[config.mk]
export PLATFORM = sky130hd
export DESIGN_NAME = load_store_unit
export DESIGN_NICKNAME = d
export VERILOG_FILES = /design/src/rtl/load_store_unit.sv
export SDC_FILE = /design/constraint.sdc
export NUM_CORES = 1
export LEC_CHECK = 0
export BUFFER_PORTS_ARGS = -buffer_cell sky130_fd_sc_hd__buf_2
export CAP_MARGIN = 15
export CORE_UTILIZATION = 40
export CTS_CLUSTER_SIZE = 8
export DETAILED_ROUTE_END_ITERATION = 10
export PLACE_DENSITY = 0.69
export SLEW_MARGIN = 10
export SYNTH_ARGS = -nofsm -noshare
export SYNTH_HDL_FRONTEND = slang
export SYNTH_SLANG_ARGS = --single-unit
export TNS_END_PERCENT = 20
[constraint.sdc]
create_clock -name CLK -period 2.8 [get_ports CLK]
set_input_delay 0.56 -clock CLK [delete_from_list [all_inputs] [get_ports CLK]]
set_output_delay 0.56 -clock CLK [all_outputs]
set_load 0.02 [all_outputs]
[src/rtl/load_store_unit.sv]
// -----------------------------------------------------------------------------
// load_store_unit
//   MEM-stage initiator for a word-addressed synchronous data memory
//   (32-bit words, read data valid one cycle after the read strobe).
//   Takes byte-addressed load/store requests, handles byte/half/word sizes,
//   sign/zero-extends loads and performs read-modify-write for sub-word
//   stores, because the memory has no byte enables.
//
// Ports
//   CLK, RST                 clock (posedge) / asynchronous active-high reset
//   reqValid/reqReady        request handshake, accepted on posedge when ready
//   reqWrite, reqSize,       store flag, size (00 byte, 01 half, 1x word),
//   reqSigned                load sign-extension select
//   reqAddr, reqWData        byte address, right-justified store data
//   respValid, respData,     one-cycle completion pulse, formatted load data
//   misaligned               (held between loads), rejected-request flag
//   memAddress, memWriteData word index and write word to the memory
//   memRead, memWrite        memory strobes (never both high)
//   memReadData              memory read data
// -----------------------------------------------------------------------------
module load_store_unit #(
  parameter int ADDR_BITS = 5
) (
  input  logic        CLK,
  input  logic        RST,
  input  logic        reqValid,
  output logic        reqReady,
  input  logic        reqWrite,
  input  logic [1:0]  reqSize,
  input  logic        reqSigned,
  input  logic [31:0] reqAddr,
  input  logic [31:0] reqWData,
  output logic        respValid,
  output logic [31:0] respData,
  output logic        misaligned,
  output logic [31:0] memAddress,
  output logic [31:0] memWriteData,
  output logic        memRead,
  output logic        memWrite,
  input  logic [31:0] memReadData
);

  localparam int AW = ADDR_BITS + 2;  // byte-address bits that reach memory

  localparam logic [2:0] S_IDLE = 3'd0;
  localparam logic [2:0] S_RD   = 3'd1;
  localparam logic [2:0] S_WAIT = 3'd2;
  localparam logic [2:0] S_WR   = 3'd3;
  localparam logic [2:0] S_RESP = 3'd4;

  logic [2:0]    state_q, state_d;
  logic          write_q;
  logic [1:0]    size_q;
  logic          signed_q;
  logic [AW-1:0] addr_q;
  logic [31:0]   wdata_q;     // store data, later the merged word
  logic          mis_q;
  logic [31:0]   resp_data_q;

  logic          req_mis;
  logic [7:0]    byte_lane;
  logic [15:0]   half_lane;
  logic [31:0]   load_fmt;
  logic [31:0]   merged;

  // Upper address bits wrap: they never reach the memory.
  logic unused_addr_hi;
  assign unused_addr_hi = ^reqAddr[31:AW];

  assign req_mis = ((reqSize == 2'b01) && reqAddr[0]) ||
                   (reqSize[1] && (reqAddr[1:0] != 2'b00));

  // NOTE: every variable gets a default at the top of always_comb so that no
  // path leaves it unassigned, which would otherwise infer a latch.
  always_comb begin
    byte_lane = memReadData[{addr_q[1:0], 3'b000} +: 8];
    half_lane = addr_q[1] ? memReadData[31:16] : memReadData[15:0];
    load_fmt  = memReadData;
    merged    = wdata_q;
    case (size_q)
      2'b00: begin
        load_fmt = {{24{signed_q & byte_lane[7]}}, byte_lane};
        merged   = memReadData;
        merged[{addr_q[1:0], 3'b000} +: 8] = wdata_q[7:0];
      end
      2'b01: begin
        load_fmt = {{16{signed_q & half_lane[15]}}, half_lane};
        merged   = memReadData;
        if (addr_q[1]) merged[31:16] = wdata_q[15:0];
        else           merged[15:0]  = wdata_q[15:0];
      end
      default: ;
    endcase
  end

  always_comb begin
    state_d = state_q;
    case (state_q)
      S_IDLE: if (reqValid) begin
        if (req_mis)                     state_d = S_RESP;
        else if (reqWrite && reqSize[1]) state_d = S_WR;   // full word: no read
        else                             state_d = S_RD;
      end
      S_RD:    state_d = S_WAIT;
      S_WAIT:  state_d = write_q ? S_WR : S_RESP;
      S_WR:    state_d = S_RESP;
      S_RESP:  state_d = S_IDLE;
      default: state_d = S_IDLE;
    endcase
  end

  // NOTE: sequential state uses non-blocking assignments so every register
  // samples pre-edge values regardless of statement order.
  always_ff @(posedge CLK or posedge RST) begin
    if (RST) begin
      state_q     <= S_IDLE;
      write_q     <= 1'b0;
      size_q      <= 2'b00;
      signed_q    <= 1'b0;
      addr_q      <= '0;
      wdata_q     <= '0;
      mis_q       <= 1'b0;
      resp_data_q <= '0;
    end else begin
      state_q <= state_d;
      case (state_q)
        S_IDLE: if (reqValid) begin
          write_q  <= reqWrite;
          size_q   <= reqSize;
          signed_q <= reqSigned;
          addr_q   <= reqAddr[AW-1:0];
          wdata_q  <= reqWData;
          mis_q    <= req_mis;
        end
        S_WAIT: begin
          if (write_q) wdata_q     <= merged;
          else         resp_data_q <= load_fmt;
        end
        default: ;
      endcase
    end
  end

  // All memory-side outputs decode from registers only.
  assign reqReady     = (state_q == S_IDLE);
  assign respValid    = (state_q == S_RESP);
  assign misaligned   = respValid && mis_q;
  assign respData     = resp_data_q;
  assign memRead      = (state_q == S_RD);
  assign memWrite     = (state_q == S_WR);
  assign memAddress   = {{(32 - ADDR_BITS){1'b0}}, addr_q[AW-1:2]};
  assign memWriteData = wdata_q;

endmodule
==> out/metrics.csv <==
metric,value,unit
outcome,"finished, violations left",
violations,design-rule violations,
route.detailed.drc,20,
ctsHoldBuffers,0,
cts.path.max_buffers,2,
initial_core_util,41.47,%
maxCapViolCount,0,
path_class,flip-flop to flip-flop,
nets,739,
drv_slew,0,
first_pass_iters,8,
syn_to_final_growth,21.69,%
grt_setup_unrepaired,false,
period_needed,2.299,ns
critPathRequiredTime,3.02,ns
critPathMaxStageDelay,0.51,ns
cts_tree,yes,
period_share,82.10,%
worst_pin_slew,1.113,ns
clkSlewWorstSetupHoldPaths,0.06,ns
fmax,435.0,MHz
worstPathCellList,nor2b_1 > o21a_2 > o311a_1 > mux2_2,
cts_max_level,3,
power,7.180,mW
drtIter0Drc,502,
hpwl,10.83,mm
endpoint_kind,flip-flop,
leakagePower,2.788,nW
drive_above_1_share,33.02,%
antenna_found_initial,0,
seqCellArea,1977,um2
drtAntennaViolNets,0,
worstPathMaxFanout,17,
core,11520,um2
routed-via-count,4455,
relSlewSlack,25.46,%
vdd_drop_max,0.5754,mV
clock-sinks,79,
min_path_type,input port to asynchronous set/reset pin,
ctsResizeCount,0,
die_area,12380,um2
clk_latency,0.34,ns
grt_pass1_vias,4213,
tns,0,ns
busiest_layer,met2,
die_y,111.3,um
die_w,111.3,um
numCtsBuffers,9,
ys.flop_type,dfrtp_1,
grt_max_degree,48,
use_met3,4.921,%
met2_usage,36.92,%
grt_pass1_wl,22.87,mm
final_hold_viol_count,0,
syn_inst,501,
n_fill_cell,1096,
synth_edf_count,0,
rows,39,
p_per_area,1235,nW/um2
post_drt_wl_per_cell,18.44,um
synth_area,4776,um2
clockRootBuffer,clkbuf_16,
crit_slowest_cell,dfrtp_1,
multiInputGateArea,2425,um2
grt_use_met1,31.36,%
final_util,50.47,%
synth_cell_types,52,
holdWs,0.2633,ns
diodes,0,
yosys_warnings,0,
avgSynthCellArea,9.533,um2
ys_ff_latch,79,
cts_setup_buffers,0,
setup_viol,0,
seq_area_frac_synth,41.39,%
cp-start-kind,flip-flop,
synthArstFlopShare,100.0,%
gr-usage-all-layers,23.78,%
vias_per_cell,5.719,
skew,0.007351,ns
gp_congestion,0.8919,
grt.overflow.total,0,
wirelength,14.36,mm
arrival,2.52,ns
io_pins,204,
io_buffers,151,
synthesized netlist by cell type, drive strengths merged, types with 2 or more instances:
cell type / instances / area [um2]
o21ai: 24 / 120.1
nor2: 36 / 142.6
a21o: 2 / 15.01
a22oi: 7 / 52.55
nor2b: 4 / 25.02
o31ai: 8 / 60.06
a22o: 20 / 175.2
inv: 7 / 26.28
nand2: 64 / 240.2
a221o: 2 / 20.02
dfrtp: 79 / 1977
a21oi: 33 / 168.9
nand3: 33 / 165.2
clkbuf: 17 / 63.81
a31oi: 2 / 18.77
buf: 54 / 381.6
mux2i: 11 / 110.1
ha: 5 / 62.56
mux4: 8 / 180.2
nor3: 5 / 30.03
mux2: 12 / 135.1
and3b: 3 / 26.28
o22ai: 3 / 18.77
nor3b: 3 / 33.78
a221oi: 29 / 254.0
nand4bb: 2 / 22.52
a2111oi: 2 / 30.03
nand2b: 3 / 18.77
a211o: 8 / 70.07
worst max-delay path, delay by kind of cell, from the launching register on:
kind | cells | cell delay, ns
muxes | 1 | 0.39
and+or+nand+nor | 1 | 0.38
AOI/OAI and AO/OA | 2 | 0.89
DFF | 1 | 0.51
metal layers:
| metal | part of all wire (%) | wire length (um) |
|---|---|---|
| met1 | 43 | 6150 |
| met2 | 45 | 6445 |
| met3 | 8.8 | 1262 |
| met4 | 3.5 | 503 |
| met5 | 0 | 0 |
cells by family (layout without fill, tap and decap cells):
family | Yosys count | after routing | synth area share (%)
multiplexers | 31 | 31 | 8.908
other | 1 | 27 | 0.07852
flip-flops | 79 | 79 | 41.39
AO/OA/AOI/OAI | 147 | 147 | 22.64
buffers and inverters | 78 | 187 | 9.877
AND/OR/NAND/NOR | 160 | 160 | 15.80
adder cells (fa/ha/maj) | 5 | 5 | 1.310
report_power, final:
group | switching [mW] | total, mW | internal [mW]
Combinational | 2.33 | 3.69 | 1.37
Sequential | 0.439 | 2.14 | 1.70
Clock | 0.478 | 1.35 | 0.870
sequential cells by signal, summed over array words and instances, names as in the netlist:
| signal | flops |
|---|---|
| addr_q | 7 |
| memWriteData | 32 |
| mis_q | 1 |
| respData | 32 |
| signed_q | 1 |
| size_q | 2 |
| state_q | 3 |
| write_q | 1 |
area by class of cell:
type                            instances  share of cell area (%)
Sequential cell                        79                   34.02
Timing Repair Buffer                  164                   14.90
Inverter                                7                  0.4736
Clock inverter                          6                   1.873
Multi-Input combinational cell        370                   41.72
Clock buffer                           10                   3.940
Tap cell                              143                   3.079
cell usage in the layout (no fill, tap or decap), types with 3 or more instances in the layout:
cell type	instances
a211o_1	8
a21oi_1	32
a221oi_1	29
a22o_1	20
a22oi_1	7
and3b_1	3
buf_2	151
buf_4	12
bufinv_16	3
clkbuf_16	9
clkinv_2	3
conb_1	27
dfrtp_1	79
ha_1	5
inv_1	6
mux2_2	12
mux2i_1	11
mux4_2	8
nand2_1	64
nand2b_1	3
nand3_1	33
nor2_1	35
nor2b_1	4
nor3_1	4
o21ai_0	20
o21ai_1	4
o22ai_1	3
o31ai_1	8
final timing paths:
path                       startpoint               to  slack [ns]  cells after the start
max                        state_q[1]  memWriteData[5]        0.50                      4
min                               RST     respData[29]        0.26                      2
max reg2reg                state_q[1]  memWriteData[5]        0.50                      4
min reg2reg                 addr_q[5]        addr_q[5]        0.47                      2
max in group asynchronous         RST  memWriteData[9]        1.89                      3
min in group CLK           reqAddr[5]        addr_q[5]        0.41                      3
stage by stage:
stage                     setup slack (ns)  area (um2)  cells
final                               0.5013        5812    779
after global routing                0.3815        5812    779
after CTS                           0.5005        5812    779
after detailed placement            0.3865        5474    763
after global placement              0.4769        5474    763
after floorplan                     0.2166        4873    527
No activity file was read; power rests on OpenSTA's default activity.
